**src/rtl/mstr0_frame_pkg.sv**
```systemverilog
// Shared types, constants and word builders for the master-0 burst framer.
// No timing of its own; used by the framer FSM and its output register.
// Holds the header/trailer layout in one place so both stay in sync.
package mstr0_frame_pkg;

    typedef enum logic [1:0] {
        IDLE  = 2'd0,
        DATA  = 2'd1,
        TRAIL = 2'd2,
        WAIT  = 2'd3
    } state_t;

    localparam logic [1:0] KIND_HDR  = 2'b00;
    localparam logic [1:0] KIND_DATA = 2'b01;
    localparam logic [1:0] KIND_TRL  = 2'b10;

    localparam logic [7:0] HDR_MAGIC = 8'hA5;
    localparam logic [7:0] TRL_MAGIC = 8'h5A;

    localparam int HDR_MAGIC_LSB = 24;
    localparam int HDR_SEQ_LSB   = 16;
    localparam int HDR_MODE_LSB  = 14;
    localparam int HDR_SRC_BIT   = 13;
    localparam int TRL_MAGIC_LSB = 24;
    localparam int TRL_CNT_LSB   = 16;
    localparam int TRL_CHK_LSB   = 0;

    function automatic logic [31:0] hdr_word(input logic [7:0] seq,
                                             input logic [1:0] mode,
                                             input logic       src);
        logic [31:0] w;
        w = '0;
        w[HDR_MAGIC_LSB +: 8] = HDR_MAGIC;
        w[HDR_SEQ_LSB   +: 8] = seq;
        w[HDR_MODE_LSB  +: 2] = mode;
        w[HDR_SRC_BIT]        = src;
        return w;
    endfunction

    // Checksum is a running XOR folded to 16 bits at trailer time.
    function automatic logic [31:0] trl_word(input logic [7:0]  cnt,
                                             input logic [31:0] chk);
        logic [31:0] w;
        w = '0;
        w[TRL_MAGIC_LSB +: 8]  = TRL_MAGIC;
        w[TRL_CNT_LSB   +: 8]  = cnt;
        w[TRL_CHK_LSB   +: 16] = chk[31:16] ^ chk[15:0];
        return w;
    endfunction

endpackage

```
**src/rtl/mstr0_out_reg.sv**
```systemverilog
// Single-stage output holding register for the master-0 stream.
// Latency: a load appears on out_valid the next cycle.
// Backpressure: accepts a load only when empty or draining; holds contents while stalled.
module mstr0_out_reg #(
    parameter int DW = 32
) (
    input  logic          clk,
    input  logic          rst,
    input  logic          ld,
    input  logic [DW-1:0] ld_data,
    input  logic [1:0]    ld_kind,
    input  logic          ld_last,
    input  logic          out_ready,
    output logic          free,
    output logic [DW-1:0] out_data,
    output logic          out_valid,
    output logic [1:0]    out_kind,
    output logic          out_last
);

    assign free = !out_valid || out_ready;

    always_ff @(posedge clk or posedge rst) begin
        if (rst) begin
            out_valid <= 1'b0;
            out_data  <= '0;
            out_kind  <= 2'b00;
            out_last  <= 1'b0;
        end else if (free) begin
            out_valid <= ld;
            if (ld) begin
                out_data <= ld_data;
                out_kind <= ld_kind;
                out_last <= ld_last;
            end
        end
    end

endmodule

```
**src/rtl/mstr0_burst_framer.sv**
```systemverilog
// Frames master-0 FIFO words into header / data / trailer bursts with checksum.
// Latency: one cycle from FIFO pop (or header/trailer decision) to out_valid.
// Backpressure: pops only while the output register is free; stalls hold the register.
module mstr0_burst_framer
    import mstr0_frame_pkg::*;
#(
    parameter int DW        = 32,
    parameter int BURST_LEN = 16,
    parameter int TIMEOUT   = 64
) (
    input  logic          clk,
    input  logic          rst,
    input  logic [DW-1:0] in_data,
    input  logic          in_valid,
    output logic          in_ready,
    input  logic          in_source,
    input  logic [1:0]    in_mode,
    output logic [DW-1:0] out_data,
    output logic          out_valid,
    input  logic          out_ready,
    output logic          out_last,
    output logic [1:0]    out_kind,
    output logic          frame_done,
    output logic [15:0]   frame_cnt
);

    localparam int TW = $clog2(TIMEOUT + 1);

    state_t        state;
    logic          src;
    logic [1:0]    mode;
    logic [7:0]    seq;
    logic [7:0]    count;
    logic [31:0]   chk;
    logic [TW-1:0] tmo;

    logic          free;
    logic          tag_ok;
    logic          xfer;
    logic          trl_acc;
    logic [7:0]    count_inc;
    logic [TW-1:0] tmo_inc;

    logic          ld;
    logic [DW-1:0] ld_data;
    logic [1:0]    ld_kind;
    logic          ld_last;

    assign tag_ok    = (in_source == src) && (in_mode == mode);
    assign in_ready  = (state == DATA) && free && tag_ok && (count < 8'(BURST_LEN));
    assign xfer      = in_valid && in_ready;
    assign trl_acc   = (state == WAIT) && out_valid && out_ready;
    assign count_inc = count + 8'd1;
    assign tmo_inc   = tmo + TW'(1);

    always_comb begin
        ld      = 1'b0;
        ld_data = '0;
        ld_kind = KIND_HDR;
        ld_last = 1'b0;
        case (state)
            IDLE: begin
                if (in_valid && free) begin
                    ld            = 1'b1;
                    ld_data[31:0] = hdr_word(seq, in_mode, in_source);
                end
            end
            DATA: begin
                if (xfer) begin
                    ld      = 1'b1;
                    ld_data = in_data;
                    ld_kind = KIND_DATA;
                end
            end
            TRAIL: begin
                if (free) begin
                    ld            = 1'b1;
                    ld_data[31:0] = trl_word(count, chk);
                    ld_kind       = KIND_TRL;
                    ld_last       = 1'b1;
                end
            end
            default: ;
        endcase
    end

    always_ff @(posedge clk or posedge rst) begin
        if (rst) begin
            state      <= IDLE;
            src        <= 1'b0;
            mode       <= 2'b00;
            seq        <= 8'd0;
            count      <= 8'd0;
            chk        <= 32'd0;
            tmo        <= '0;
            frame_done <= 1'b0;
            frame_cnt  <= 16'd0;
        end else begin
            frame_done <= 1'b0;
            case (state)
                IDLE: begin
                    if (in_valid && free) begin
                        src   <= in_source;
                        mode  <= in_mode;
                        state <= DATA;
                    end
                end
                DATA: begin
                    if (xfer) begin
                        count <= count_inc;
                        chk   <= chk ^ in_data[31:0];
                        tmo   <= '0;
                        if (count_inc == 8'(BURST_LEN))
                            state <= TRAIL;
                    end else if (in_valid && !tag_ok) begin
                        // Head word belongs to the next burst; leave it in the FIFO.
                        state <= TRAIL;
                    end else begin
                        tmo <= tmo_inc;
                        if (tmo_inc == TW'(TIMEOUT))
                            state <= TRAIL;
                    end
                end
                TRAIL: begin
                    if (free)
                        state <= WAIT;
                end
                WAIT: begin
                    if (trl_acc) begin
                        frame_done <= 1'b1;
                        frame_cnt  <= frame_cnt + 16'd1;
                        seq        <= seq + 8'd1;
                        count      <= 8'd0;
                        chk        <= 32'd0;
                        tmo        <= '0;
                        state      <= IDLE;
                    end
                end
                default: state <= IDLE;
            endcase
        end
    end

    mstr0_out_reg #(.DW(DW)) u_out_reg (
        .clk       (clk),
        .rst       (rst),
        .ld        (ld),
        .ld_data   (ld_data),
        .ld_kind   (ld_kind),
        .ld_last   (ld_last),
        .out_ready (out_ready),
        .free      (free),
        .out_data  (out_data),
        .out_valid (out_valid),
        .out_kind  (out_kind),
        .out_last  (out_last)
    );

endmodule

```
**config.mk**
```make
export PLATFORM = sky130hd
export DESIGN_NAME = mstr0_burst_framer
export DESIGN_NICKNAME = d
export VERILOG_FILES = /design/src/rtl/mstr0_frame_pkg.sv /design/src/rtl/mstr0_out_reg.sv /design/src/rtl/mstr0_burst_framer.sv
export SDC_FILE = /design/constraint.sdc
export NUM_CORES = 1
export LEC_CHECK = 0
export BUFFER_PORTS_ARGS = -buffer_cell sky130_fd_sc_hd__buf_2
export CELL_PAD_IN_SITES_DETAIL_PLACEMENT = 0
export CELL_PAD_IN_SITES_GLOBAL_PLACEMENT = 1
export CORE_UTILIZATION = 43
export DETAILED_ROUTE_END_ITERATION = 8
export GPL_TIMING_DRIVEN = 1
export PLACE_DENSITY = 0.81
export SYNTH_ARGS = -nofsm -noshare
export SYNTH_HDL_FRONTEND = slang
export SYNTH_SLANG_ARGS = --single-unit
```
**constraint.sdc**
```tcl
create_clock -name clk -period 4.7 [get_ports clk]
set_clock_uncertainty 0.2 [all_clocks]
set_input_delay 0.47 -clock clk [delete_from_list [all_inputs] [get_ports clk]]
set_output_delay 0.47 -clock clk [all_outputs]
set_load 0.02 [all_outputs]
```
* Word-level counts from Yosys, hierarchy flattened *
Index checks and enable logic that the tools add are counted.
Widths: inputs -> output; s select.

word-level totals
  register bits after elaboration = 113
  bits of input ports = 39
  word-level logic and storage cells = 84
  output and inout port bits = 54

operators by class
  equality and inequality tests = 14
  reduce and logical (&&, ||, !) cells = 20
  muxes and demuxes = 30
  magnitude comparators = 1
  bitwise logic cells = 2
  add/sub/neg operators = 4

operators with widths
  kind                   count
  $mux 32                4
  $pmux 32 s3            1
  $pmux 32 s2            1
  $xor 32x32->32         1
  $mux 7                 3
  $add 16x1->16 const B  1
  $add 8x1->8 const B    2
  $mux 8                 2
  $pmux 8 s2             1
  $xor 16x16->16         1
  $mux 2                 7
  $pmux 7 s2             1
  $logic_and 1x1->1      9
  $eq 8x5->1 const B     1
  $lt 8x5->1 const B     1
  $ne 2x2->1 const B     4
  $pmux 2 s4             1
  $add 7x1->7 const B    1
  $eq 7x7->1 const B     1
  $mux 1                 7
  $reduce_and 2->1       3
  $reduce_and 3->1       2
  $reduce_and 5->1       1
  $eq 2x2->1 const B     2
  12 further kinds       13

* Longest topological paths before layout *
  word-level depth = 9
  gate-level depth with buffers = 9
  gate-level depth less buffers = 8

* Cells and area by module *
Synthesis repeated with hierarchy kept, for this count alone.

unflattened totals
  cell total of the unflattened synthesis = 569
  area, all modules = 5999.5 um2

by module, submodules not included
  module              seq. area each (um2)  area each (um2)  times used  cells each
  mstr0_burst_framer  1926.8                4523.1           1           491
  mstr0_out_reg       900.9                 1476.4           1           78

* Least setup slack after synthesis *
Ideal clock, no wire load.

  kind = register -> register
  from = register state[1]
  to = register tmo[6]
  arrival time = 2.018 ns
  path slack = 2.413 ns
  stages on the path, launching flop included = 10
  library setup time = 0.069 ns
  buffers on the path = 1
  data required time = 4.431 ns
  clock period less this slack = 2.287 ns
  cell sequence = dfrtp_1 > inv_1 > ha_1 > nor2b_1 > nor2_1 > a31o_1 > buf_6 > or3_4 > or4_1 > nand3_1

on the way
  word-level cells in the longest chain between the ends = 7
  elaborated cells on any way between the ends = 14
  those cells by class = eq/ne: 4; mux: 2; reduce/logical: 8

RTL lines
  element                                                          RTL line                                             RTL
  start: declaration                                               mstr0_burst_framer.sv:29                             state_t state;
  start signal: assignment                                         mstr0_burst_framer.sv:89                             state <= IDLE;
  start signal: assignment                                         mstr0_burst_framer.sv:105                            state <= DATA;
  start signal: assignment                                         mstr0_burst_framer.sv:114                            state <= TRAIL;
  $eq 2x1->1                                                       mstr0_burst_framer.sv:50, mstr0_burst_framer.sv:100
  $logic_and 1x1->1 (3 in a row)                                   mstr0_burst_framer.sv:50                             assign in_ready = (state == DATA) && free && tag_ok && (count < 8'(BURST_LEN));
  $logic_and 1x1->1                                                mstr0_burst_framer.sv:51                             assign xfer = in_valid && in_ready;
  $ne 3x3->1 (no source line) or $mux 7 (tied branches)            -
  $reduce_and 3->1 (no source line) or $pmux 7 s2 (tied branches)  -
  end signal: assignment                                           mstr0_burst_framer.sv:119                            tmo <= tmo_inc;
  end: declaration                                                 mstr0_burst_framer.sv:35                             logic [TW-1:0] tmo;

Several ways; a longest one is shown, not always the timed one.
A chain may end at the register's enable or synchronous reset.

* Worst setup path after layout *
Same ends and word-level chain as after synthesis.

==> metrics <==
antenna cells 0; number of global-route vias before repair 4188; Overflow after GRT 0; RSZ-0062 raised after global routing no; CTS clk-pin slew, worst paths 0.07 ns; Post-CTS Setup Inserts 0; via count around 4300; Leak roughly 3.0 nW; synthesized area between 0.005 and 0.006 mm^2; Setup crit start kind flip-flop; vias per inst 5.49; CP max FO 16; antenna violations before repair 0; DR pass1 iterations 6; # rows 40; Tcrit/Tclk final 0.666; CTS tree built; CP max stage cell ha_1; syn nets just over 600; Fmax achieved roughly 320 MHz; Pins Over Slew Limit 0; max_cap viols 0; Design Power 0.00327 W; pwr dens 528 mW/mm^2; largest net degree at the start of global routing 81; Setup CP Type flip-flop to flip-flop; GR Util met1 0.280; Clock Root Buffer clkbuf_16; synth unique cells 44; Port Buffers 92; Area Growth Syn to Fin 17.0%; most frequent cells in the layout dfrtp_1 (112), buf_2 (92), nand2_1 (90), o21ai_1 (69), nor2_1 (46); net switching fraction of the power 0.392; Critical Path AT 3.21 ns; Clk Latency, worst-skew pair 0.34 ns; fin nets 687; Iter 0 DRT Violations 356; Synth Area in XOR/XNOR 0.0679; most common cell after layout, fill and taps aside dfrtp_1; chip width 113 um; Setup violations, final 0; antenna viol nets, final 0; Internal Power approximately 0.0020 W; NetSw 0.00128 W; Post-Synth Simple-Gate Area 0.156; post-synthesis sequential area ratio 0.530; CTS H-tree depth 3; GR Util met2 0.349; Mean Syn Cell Area 9.46 um^2; hold_ws 0.145 ns; CP cell instances ha_1 -> and3_1 -> nor2_1 -> a31o_1 -> or3_4 -> or4_1 -> nand3_1; Tightest Pin Transition roughly 1 ns; Synth Warn # 0; drc violations 0; post-synthesis mux area share 0.0170; fin area 0.00619 mm^2; status finished, final reports clean; total length of routed wires ~13000 um; TNS Setup 0 ns; grt peak-use layer met2; number of synthesized flops with an enable pin 0; Sink Count about 110; core area 0.0120 mm^2; sequential share of power 0.409; CP endpoint kind flip-flop; grt met3 use 0.0370; Most used DFF post-synth dfrtp_1; Clock power frac 0.244; Die Y between 100 and 150 um; Final min period 3.13 ns; Yosys reg bits 112; highest ir drop seen on vdd 0.000250 V; Ports 93; GP Congestion between 0.8 and 0.9; post-CTS sizing 0; combinational family with the most area after synthesis compound AO/OA/AOI/OAI gates; Post-synth ARST share 1.00; Post-DP Area 0.00588 mm^2; post-synthesis compound-gate area fraction 0.180; Required @ worst endpoint between 4 and 5 ns; post-detailed-route wirelength per cell 15.8 um; Post-CTS Hold Buffers 0; final hold vios 0; Adder-Cell Fraction of Synth Area 0.0213; first-pass GRT wire length 20800 um; die area 0.0127 mm^2; Initial Utilization 0.440; CP max stage delay about 0.56 ns; hpwl dp 8360 um; worst min path class primary input to asynchronous set/reset pin; CTS Buf Count 9; Post-Syn Instances 559; gr usage total 0.208; Max clock buf depth 2; share of cells above drive strength 1 0.194; Comb pwr share 0.347; slew margin rel. 0.333
-- power groups by stage --
stage | Combinational, W | Clock [W] | Sequential, W
floorplan | 0.000704 | 0 | 0.00142
global placement | 0.00112 | 0 | 0.00134
detailed placement | 0.00114 | 0 | 0.00135
CTS | 0.00115 | 0.000812 | 0.00134
global route | 0.00127 | 0.000853 | 0.00136
finish | 0.00113 | 0.000797 | 0.00134
-- area by class of cell --
class | count | area (um^2)
well taps | 147 | 184
inverters | 5 | 21.3
repair buffers | 99 | 513
multi-input cells | 412 | 2360
flip-flops and latches | 112 | 2800
clock inverters | 2 | 37.5
clock buffers | 13 | 270
fillers | 1134 | 5820
-- registers in the layout, indices dropped and copies added, names as in the netlist --
name	flops
u_out_reg.out_kind	2
seq	8
frame_done	1
chk	32
tmo	7
count	8
mode	2
state	2
frame_cnt	16
u_out_reg.out_data	32
src	1
u_out_reg.out_valid	1
-- layer usage --
layer | vias to the layer above | routed length, um
li1 | 2091 | -
met1 | 2138 | 5900
met2 | 105 | 6050
met3 | 7 | 486
met4 | 0 | 76
met5 | - | 0
-- through the flow --
step / setup WS, ns / std cells / util
2_1_floorplan: 1.07 / 559 / -
3_3_place_gp: 1.66 / 775 / 0.490
3_5_place_dp: 1.54 / 775 / 0.490
4_1_cts: 1.54 / 790 / 0.515
5_1_grt: 1.33 / 790 / 0.515
6_report: 1.57 / 790 / 0.515
-- kinds of logic after synthesis --
group	Yosys count
compound gates	169
fa+ha+maj	9
simple gates	185
buf+inv	35
mux	8
xor+xnor	41
flops	112
-- critical path, delay by kind of cell (launching register included) --
| kind | cells | cell delay, ns |
|---|---|---|
| AND/OR/NAND/NOR | 5 | 1.55 |
| flip-flops | 1 | 0.44 |
| adder cells (fa/ha/maj) | 1 | 0.56 |
| AO/OA/AOI/OAI | 1 | 0.32 |
-- synthesized netlist by cell type, types with 4 or more instances --
cell type	count	area, um^2
ha_1	9	113
a22o_1	13	114
xnor2_1	18	158
a22oi_1	13	97.6
buf_2	6	30.0
and2_1	4	25.0
mux2_2	6	67.6
dfrtp_1	112	2800
xor2_1	23	201
and3_1	4	25.0
nor2_1	46	173
nand3_1	8	40.0
o21ai_0	40	200
nand4_1	9	56.3
a21oi_1	25	125
nand2_1	90	338
inv_1	5	18.8
or3_1	4	25.0
o21ai_1	69	345
clkbuf_1	21	78.8
-- final timing paths --
path                               start                     end  slack [ns]  cells past startpoint
min in group clk             in_data[10]                 chk[10]        0.17                      3
max reg2reg                     state[1]                  tmo[6]        1.57                      7
max in group asynchronous            rst                count[1]        3.10                      3
min                                  rst  u_out_reg.out_data[31]        0.14                      2
max                             state[1]                  tmo[6]        1.57                      7
min reg2reg                frame_cnt[15]           frame_cnt[15]        0.26                      1
Power figures use the tool's default switching activity.
